**config.mk**
```make
export PLATFORM = sky130hd
export DESIGN_NAME = nfc_ecc_fix_ctrl
export DESIGN_NICKNAME = d
export VERILOG_FILES = /design/src/rtl/nfc_ecc_fix_ctrl_pkg.sv /design/src/rtl/nfc_ecc_loc_map.sv /design/src/rtl/nfc_ecc_fix_ctrl.sv
export SDC_FILE = /design/constraint.sdc
export NUM_CORES = 1
export LEC_CHECK = 0
export ABC_AREA = 1
export CAP_MARGIN = 10
export CORE_MARGIN = 8
export CORE_UTILIZATION = 52
export CTS_BUF_LIST = sky130_fd_sc_hd__clkbuf_8
export DETAILED_ROUTE_END_ITERATION = 16
export PLACE_DENSITY = 0.86
export SLEW_MARGIN = 20
export SYNTH_ARGS = -nofsm -noshare
export SYNTH_HDL_FRONTEND = slang
export SYNTH_SLANG_ARGS = --single-unit
```
**constraint.sdc**
```tcl
create_clock -name clk -period 3.1 [get_ports clk]
set_clock_uncertainty 0.15 [all_clocks]
set_input_delay 0.62 -clock clk [delete_from_list [all_inputs] [get_ports clk]]
set_output_delay 0.62 -clock clk [all_outputs]
set_load 0.02 [all_outputs]
```
**src/rtl/nfc_ecc_fix_ctrl_pkg.sv**
```systemverilog
// Shared types and default sizing for the ECC fix sequencer.
// The states cover the encode drain, the decode read-modify-write loop and the done handshake.
package nfc_ecc_fix_ctrl_pkg;

    localparam int NFC_DAT_WID    = 16;
    localparam int NFC_ECC_AWID   = 12;
    localparam int NFC_PAR_BYTES  = 14;
    localparam int NFC_ERR_MAX    = 8;
    localparam int NFC_PAGE_BYTES = 512;

    localparam logic [1:0] MODE_X16 = 2'b01;

    typedef enum logic [2:0] {
        ST_IDLE,
        ST_ENC_POP,
        ST_ENC_WR,
        ST_DEC_POP,
        ST_DEC_RREQ,
        ST_DEC_RWAIT,
        ST_DEC_WREQ,
        ST_DONE
    } fix_st_t;

endpackage

```
**src/rtl/nfc_ecc_loc_map.sv**
```systemverilog
// Maps an ECC error location to a page-buffer address, a bit index within the bus word and an in-page flag.
// Purely combinational, so it adds no latency and has no flow control of its own.
module nfc_ecc_loc_map
    import nfc_ecc_fix_ctrl_pkg::*;
#(
    parameter int ECC_AWID   = NFC_ECC_AWID,
    parameter int PAGE_BYTES = NFC_PAGE_BYTES
) (
    input  logic [ECC_AWID-1:0] loc,
    input  logic                wide,
    output logic [ECC_AWID-4:0] waddr,
    output logic [3:0]          bit_idx,
    output logic                in_rng
);

    logic [ECC_AWID-4:0] baddr;

    assign baddr   = loc[ECC_AWID-1:3];
    assign waddr   = wide ? (baddr >> 1) : baddr;
    // On a 16-bit bus an odd byte address lands in the upper half of the word.
    assign bit_idx = wide ? {baddr[0], loc[2:0]} : {1'b0, loc[2:0]};
    assign in_rng  = (32'(baddr) < 32'(PAGE_BYTES));

endmodule

```
**src/rtl/nfc_ecc_fix_ctrl.sv**
```systemverilog
// Drains ECC parity into the spare area on encode, or flips reported error bits by read-modify-write on decode.
// Encode: 2 cycles per item; decode: 4 per in-page error, 1 per skip; buf_* held stable until buf_gnt.
module nfc_ecc_fix_ctrl
    import nfc_ecc_fix_ctrl_pkg::*;
#(
    parameter int DAT_WID    = NFC_DAT_WID,
    parameter int ECC_AWID   = NFC_ECC_AWID,
    parameter int PAR_BYTES  = NFC_PAR_BYTES,
    parameter int ERR_MAX    = NFC_ERR_MAX,
    parameter int PAGE_BYTES = NFC_PAGE_BYTES
) (
    input  logic                clk,
    input  logic                rst_n,
    input  logic                nfc_dat_dir,
    input  logic [1:0]          nfc_mode,
    input  logic [ECC_AWID-4:0] spare_base,
    input  logic                ecc_enc_rdy,
    input  logic                ecc_dec_rdy,
    input  logic [3:0]          ecc_err_cnt,
    input  logic                ecc_dec_fail,
    output logic                mem_if_rd,
    input  logic [DAT_WID-1:0]  mem_enc_dat,
    input  logic [ECC_AWID-1:0] mem_dec_addr,
    output logic                buf_req,
    output logic                buf_we,
    output logic [ECC_AWID-4:0] buf_addr,
    output logic [DAT_WID-1:0]  buf_wdat,
    input  logic                buf_gnt,
    input  logic [DAT_WID-1:0]  buf_rdat,
    output logic                cor_busy,
    output logic                cor_done,
    output logic                cor_fail,
    output logic                cor_ovr,
    output logic [3:0]          cor_fix_cnt
);

    localparam int BA_W = ECC_AWID - 3;

    fix_st_t            state;
    logic               wide_q;
    logic [7:0]         remain;
    logic [BA_W-1:0]    idx;
    logic [DAT_WID-1:0] wdat_q;
    logic [DAT_WID-1:0] rdat_q;
    logic [BA_W-1:0]    waddr_q;
    logic [3:0]         bit_q;

    logic               wide_in;
    logic               cnt_over;
    logic [BA_W-1:0]    enc_addr;
    logic [DAT_WID-1:0] flip_mask;
    logic [BA_W-1:0]    map_waddr;
    logic [3:0]         map_bit;
    logic               map_in_rng;

    assign wide_in   = (nfc_mode == MODE_X16);
    assign cnt_over  = (32'(ecc_err_cnt) > 32'(ERR_MAX));
    assign enc_addr  = wide_q ? ((spare_base >> 1) + idx) : (spare_base + idx);
    assign flip_mask = {{(DAT_WID-1){1'b0}}, 1'b1} << bit_q;

    nfc_ecc_loc_map #(
        .ECC_AWID   (ECC_AWID),
        .PAGE_BYTES (PAGE_BYTES)
    ) u_loc_map (
        .loc     (mem_dec_addr),
        .wide    (wide_q),
        .waddr   (map_waddr),
        .bit_idx (map_bit),
        .in_rng  (map_in_rng)
    );

    always_comb begin
        mem_if_rd = 1'b0;
        buf_req   = 1'b0;
        buf_we    = 1'b0;
        buf_addr  = '0;
        buf_wdat  = '0;
        case (state)
            ST_ENC_POP, ST_DEC_POP: mem_if_rd = 1'b1;
            ST_ENC_WR: begin
                buf_req  = 1'b1;
                buf_we   = 1'b1;
                buf_addr = enc_addr;
                buf_wdat = wdat_q;
            end
            ST_DEC_RREQ: begin
                buf_req  = 1'b1;
                buf_addr = waddr_q;
            end
            ST_DEC_WREQ: begin
                buf_req  = 1'b1;
                buf_we   = 1'b1;
                buf_addr = waddr_q;
                buf_wdat = rdat_q ^ flip_mask;
            end
            default: ;
        endcase
    end

    always_ff @(posedge clk) begin
        if (!rst_n) begin
            state       <= ST_IDLE;
            wide_q      <= 1'b0;
            remain      <= '0;
            idx         <= '0;
            wdat_q      <= '0;
            rdat_q      <= '0;
            waddr_q     <= '0;
            bit_q       <= '0;
            cor_busy    <= 1'b0;
            cor_done    <= 1'b0;
            cor_fail    <= 1'b0;
            cor_ovr     <= 1'b0;
            cor_fix_cnt <= '0;
        end else begin
            cor_done <= 1'b0;
            cor_fail <= 1'b0;
            cor_ovr  <= (state != ST_IDLE) && (ecc_enc_rdy || ecc_dec_rdy);
            case (state)
                ST_IDLE: begin
                    if (ecc_enc_rdy && nfc_dat_dir) begin
                        wide_q   <= wide_in;
                        remain   <= wide_in ? 8'(PAR_BYTES / 2) : 8'(PAR_BYTES);
                        idx      <= '0;
                        cor_busy <= 1'b1;
                        state    <= ST_ENC_POP;
                    end else if (ecc_dec_rdy && !nfc_dat_dir) begin
                        wide_q      <= wide_in;
                        remain      <= {4'b0, ecc_err_cnt};
                        cor_fix_cnt <= '0;
                        if (ecc_dec_fail || (ecc_err_cnt == 4'd0) || cnt_over) begin
                            cor_done <= 1'b1;
                            cor_fail <= ecc_dec_fail || cnt_over;
                            state    <= ST_DONE;
                        end else begin
                            cor_busy <= 1'b1;
                            state    <= ST_DEC_POP;
                        end
                    end
                end
                ST_ENC_POP: begin
                    wdat_q <= wide_q ? mem_enc_dat : {{(DAT_WID-8){1'b0}}, mem_enc_dat[7:0]};
                    state  <= ST_ENC_WR;
                end
                ST_ENC_WR: begin
                    if (buf_gnt) begin
                        remain <= remain - 8'd1;
                        idx    <= idx + 1'b1;
                        if (remain == 8'd1) begin
                            cor_busy <= 1'b0;
                            cor_done <= 1'b1;
                            state    <= ST_DONE;
                        end else begin
                            state <= ST_ENC_POP;
                        end
                    end
                end
                ST_DEC_POP: begin
                    if (map_in_rng) begin
                        waddr_q <= map_waddr;
                        bit_q   <= map_bit;
                        state   <= ST_DEC_RREQ;
                    end else begin
                        // Parity-region error: drop it and pop the next one (stay in POP).
                        remain <= remain - 8'd1;
                        if (remain == 8'd1) begin
                            cor_busy <= 1'b0;
                            cor_done <= 1'b1;
                            state    <= ST_DONE;
                        end
                    end
                end
                ST_DEC_RREQ: begin
                    if (buf_gnt) state <= ST_DEC_RWAIT;
                end
                ST_DEC_RWAIT: begin
                    rdat_q <= buf_rdat;
                    state  <= ST_DEC_WREQ;
                end
                ST_DEC_WREQ: begin
                    if (buf_gnt) begin
                        cor_fix_cnt <= cor_fix_cnt + 4'd1;
                        remain      <= remain - 8'd1;
                        if (remain == 8'd1) begin
                            cor_busy <= 1'b0;
                            cor_done <= 1'b1;
                            state    <= ST_DONE;
                        end else begin
                            state <= ST_DEC_POP;
                        end
                    end
                end
                ST_DONE: state <= ST_IDLE;
            endcase
        end
    end

endmodule
```
==> metrics.log <==
[metrics] Routed Antenna Nets: 0
[metrics] total clock sinks: 74
[metrics] gpl congestion: 0.9259
[metrics] Worst Path Max Fanout: 2
[metrics] WP data arrival: 2250 ps
[metrics] area of the core: 8093 um^2
[metrics] number of instances on the worst hold path: 2
[metrics] net count after synthesis: 743
[metrics] Critical R2R Capture: wdat_q[12]$_SDFFE_PN0P_
[metrics] effective utilization at floorplan: 52.88%
[metrics] detailed placement HPWL: 9725 um
[metrics] overall die width: 106.7 um
[metrics] post-placement worst setup slack: -617.9 ps
[metrics] pwr/cell area: 653.0 nW/um^2
[metrics] peak supply drop: 547.4 uV
[metrics] Die H: 106.7 um
[metrics] run status: completed
[metrics] synthesized area divided by synthesized cell count: 6.444 um^2
[metrics] met2 demand-to-capacity share in global routing: 38.90%
[metrics] TritonCTS clock tree: yes
[metrics] Final Worst Setup Slack: 79.12 ps
[metrics] DRT Pass-1 Iters: 7
[metrics] final critical-path required period: 3021 ps
[metrics] achievable clock frequency: 331.0 MHz
[metrics] input/output buffers: 101
[metrics] Critical R2R Launch: state[2]$_SDFFE_PN0P_
[metrics] part of the total power dissipated in sequential elements: 33.5%
[metrics] pin count of the biggest net entering global routing: 33
[metrics] Synth Cell Area: 4279 um^2
[metrics] top-level I/O count: 102
[metrics] worst hold slack: 320.3 ps
[metrics] slew at the pin closest to its max-slew limit: 546.7 ps
[metrics] Crit. End Element: output pin
[metrics] P_sw: 0.001660 W
[metrics] count of mapped cells out of synthesis: 664
[metrics] routed wire length per instance: 14.98 um
[metrics] via count: 4,834
[metrics] Min-Delay Path Class: reg -> reg
[metrics] met1 Resource Use GR: 27.93%
[metrics] number of inserted diodes: 0
[metrics] post-route non-filler standard cell count: 883
[metrics] layout-stage area growth over the synthesis result: 36.29%
[metrics] area of the die: 11,390 um^2
[metrics] DR DRC count: 0
[metrics] clock buffer count from CTS: 9
[metrics] final slew viol count: 0
[metrics] portion of total power attributed to combinational logic: 48.5%
[metrics] Period Utilization, post-route: 97.45%
[metrics] Sw Share: 43.58%
[metrics] wirelength, routed: 13,230 um
[metrics] Register-to-Register Path Depth: 5
[metrics] number of register bits inferred by synthesis: 74
[metrics] clock-pin slew on the worst setup and hold paths: 70 ps
[metrics] Avg Vias per Cell: 5.475
[metrics] hold path startpoint: wdat_q[15]$_SDFFE_PN0P_
[metrics] count of fill cells added during filler insertion: 705
[metrics] Main synth FF type: dfxtp_1
[metrics] CTS Root Cell: clkbuf_8
[metrics] setup repair after global routing missed its margin: no
[metrics] number of antenna violations at the first check in global routing: 0
[metrics] number of different library cells in the post-synthesis netlist: 39
[metrics] slack of the worst reg-to-reg path: 1150 ps
[metrics] total global routing track utilization: 22.87%
[metrics] clock latency on the worst-skew pair: 350 ps
[metrics] sequential-to-total area share from yosys stat: 34.62%
[metrics] static leakage: 2.615 nW
[metrics] final-report setup violation count: 0
[metrics] Int Power: 0.002149 W
[metrics] clock buffer depth: 2
[metrics] kind of start point of the critical path: primary input
[metrics] CP Data Required Time: 2330 ps
[metrics] Hold Violations, Final: 0
[metrics] fraction of final layout cells with drive strength greater than 1: 12.98%
[metrics] drt initial violations: 264
[metrics] NumNets Final: 852
[metrics] clock power share: 18.0%
[metrics] grt ovf: 0
[metrics] H-tree level count: 3
[metrics] fraction of registers with async set or reset after synthesis: 0%
[metrics] end of the worst hold path: wdat_q[15]$_SDFFE_PN0P_
[metrics] via count of the first global-routing pass: 4,563
[metrics] max-cap check violation count: 0
[metrics] classification of the worst setup path: in -> out
[metrics] Power, Total: 0.003808 W
[metrics] synth warn: 0
[metrics] met3 Track Usage GR: 5.099%
[metrics] number of placement rows: 33
[metrics] global-route wire length before repair: 21,520 um
[metrics] Slew headroom: 63.51%
[metrics] number of enable flip-flop cells after synthesis: 0
[metrics] instance count after placement with tap cells included: 864
[metrics] most heavily used metal layer in global routing: met2
worst max path at each step:
stage                                      from           to  slack (ps)  depth (start not counted)
after floorplan             wide_q$_SDFFE_PN0P_  buf_addr[6]         130                         14
after global placement            spare_base[1]  buf_addr[6]        -580                         13
after detailed placement          spare_base[1]  buf_addr[6]        -620                         13
after CTS                         spare_base[0]  buf_addr[6]         -50                         13
after global routing      state[0]$_SDFFE_PN0P_  buf_wdat[2]           7                          8
final                             spare_base[1]  buf_addr[2]          80                          9
worst max-delay path, cell delays in order:
cell           delay, ps
dlygate4sd2_1        240
nand2_1               60
nand2_1               50
ha_2                 180
fa_2                 360
buf_6                130
or2_4                220
a32o_2               270
buf_6                130
what timing repair did:
action	4_1_cts	5_1_grt
gates resized for setup	51	52
setup endpoints to repair	8	23
hold buffers	0	0
setup buffers	0	3
pin swaps	4	25
flip-flops by register name (all words and copies together), names as in the netlist:
signal       flops
bit_q            4
cor_busy         1
cor_done         1
cor_fail         1
cor_fix_cnt      4
cor_ovr          1
idx              9
rdat_q          16
remain           8
state            3
waddr_q          9
wdat_q          16
wide_q           1
Yosys cell counts, types with 7 or more instances:
| cell | number | area [um^2] |
|---|---|---|
| ha_1 | 12 | 150.1 |
| inv_1 | 61 | 229.0 |
| nand2_1 | 182 | 683.2 |
| inv_2 | 7 | 26.28 |
| clkbuf_1 | 7 | 26.28 |
| dfxtp_1 | 74 | 1481 |
| a31oi_1 | 8 | 50.05 |
| a21oi_1 | 72 | 360.4 |
| buf_2 | 9 | 45.04 |
| o21ai_0 | 64 | 320.3 |
| nor2_1 | 56 | 210.2 |
| nand3_1 | 47 | 235.2 |
| nand4_1 | 8 | 50.05 |
power by group through the flow:
stage                     clock [W]  combinational (W)  sequential (W)
after global placement            0            0.00171         0.00128
after global routing       0.000749            0.00203         0.00130
after floorplan                   0            0.00118         0.00126
after CTS                  0.000694            0.00176         0.00127
after detailed placement          0            0.00174         0.00129
final                      0.000687            0.00185         0.00128
cell families after synthesis:
family,share of synthesized area [%]
adders and majority gates,3.977
buffers and inverters,9.211
DFF,34.62
AOI/OAI and AO/OA,20.41
and+or+nand+nor,31.37
xor gates and xnor gates,0.4094
per-layer routing:
| layer | part of all wire (%) | wire length [um] |
|---|---|---|
| met5 | 0 | 0 |
| met4 | 1.5 | 202 |
| met3 | 7.0 | 930 |
| met2 | 48 | 6385 |
| met1 | 43 | 5707 |
through the flow:
| step | setup TNS [ps] | util (%) | instance area [um^2] |
|---|---|---|---|
| floorplan | 0 | - | 4279 |
| global placement | -3849 | 67.24 | 5441 |
| detailed placement | -4011 | 67.24 | 5441 |
| finish | 0 | 72.06 | 5832 |
| CTS | -53.45 | 69.71 | 5642 |
| global route | 0 | 72.06 | 5832 |
cell usage in the layout (no fill, tap or decap), drive strengths merged, types with 3 or more instances in the layout:
cell	count
a211oi	3
a21oi	72
a31oi	8
buf	28
clkbuf	10
clkdlybuf4s50	78
clkinv	6
dfxtp	74
dlymetal6s2s	14
ha	12
inv	69
nand2	189
nand3	48
nand3b	3
nand4	8
nor2	59
nor3	6
o21ai	72
layout make-up:
cell class / count / area [um^2] / share of cell area (%)
multi-input cells: 495 / 2546 / 43.66
flip-flops and latches: 74 / 1486 / 25.49
repair buffers: 122 / 1219 / 20.90
inverters: 71 / 269.0 / 4.613
well taps: 105 / 131.4 / 2.253
clock buffers: 10 / 137.6 / 2.360
clock inverters: 6 / 42.54 / 0.7295
Power figures use the tool's default switching activity.
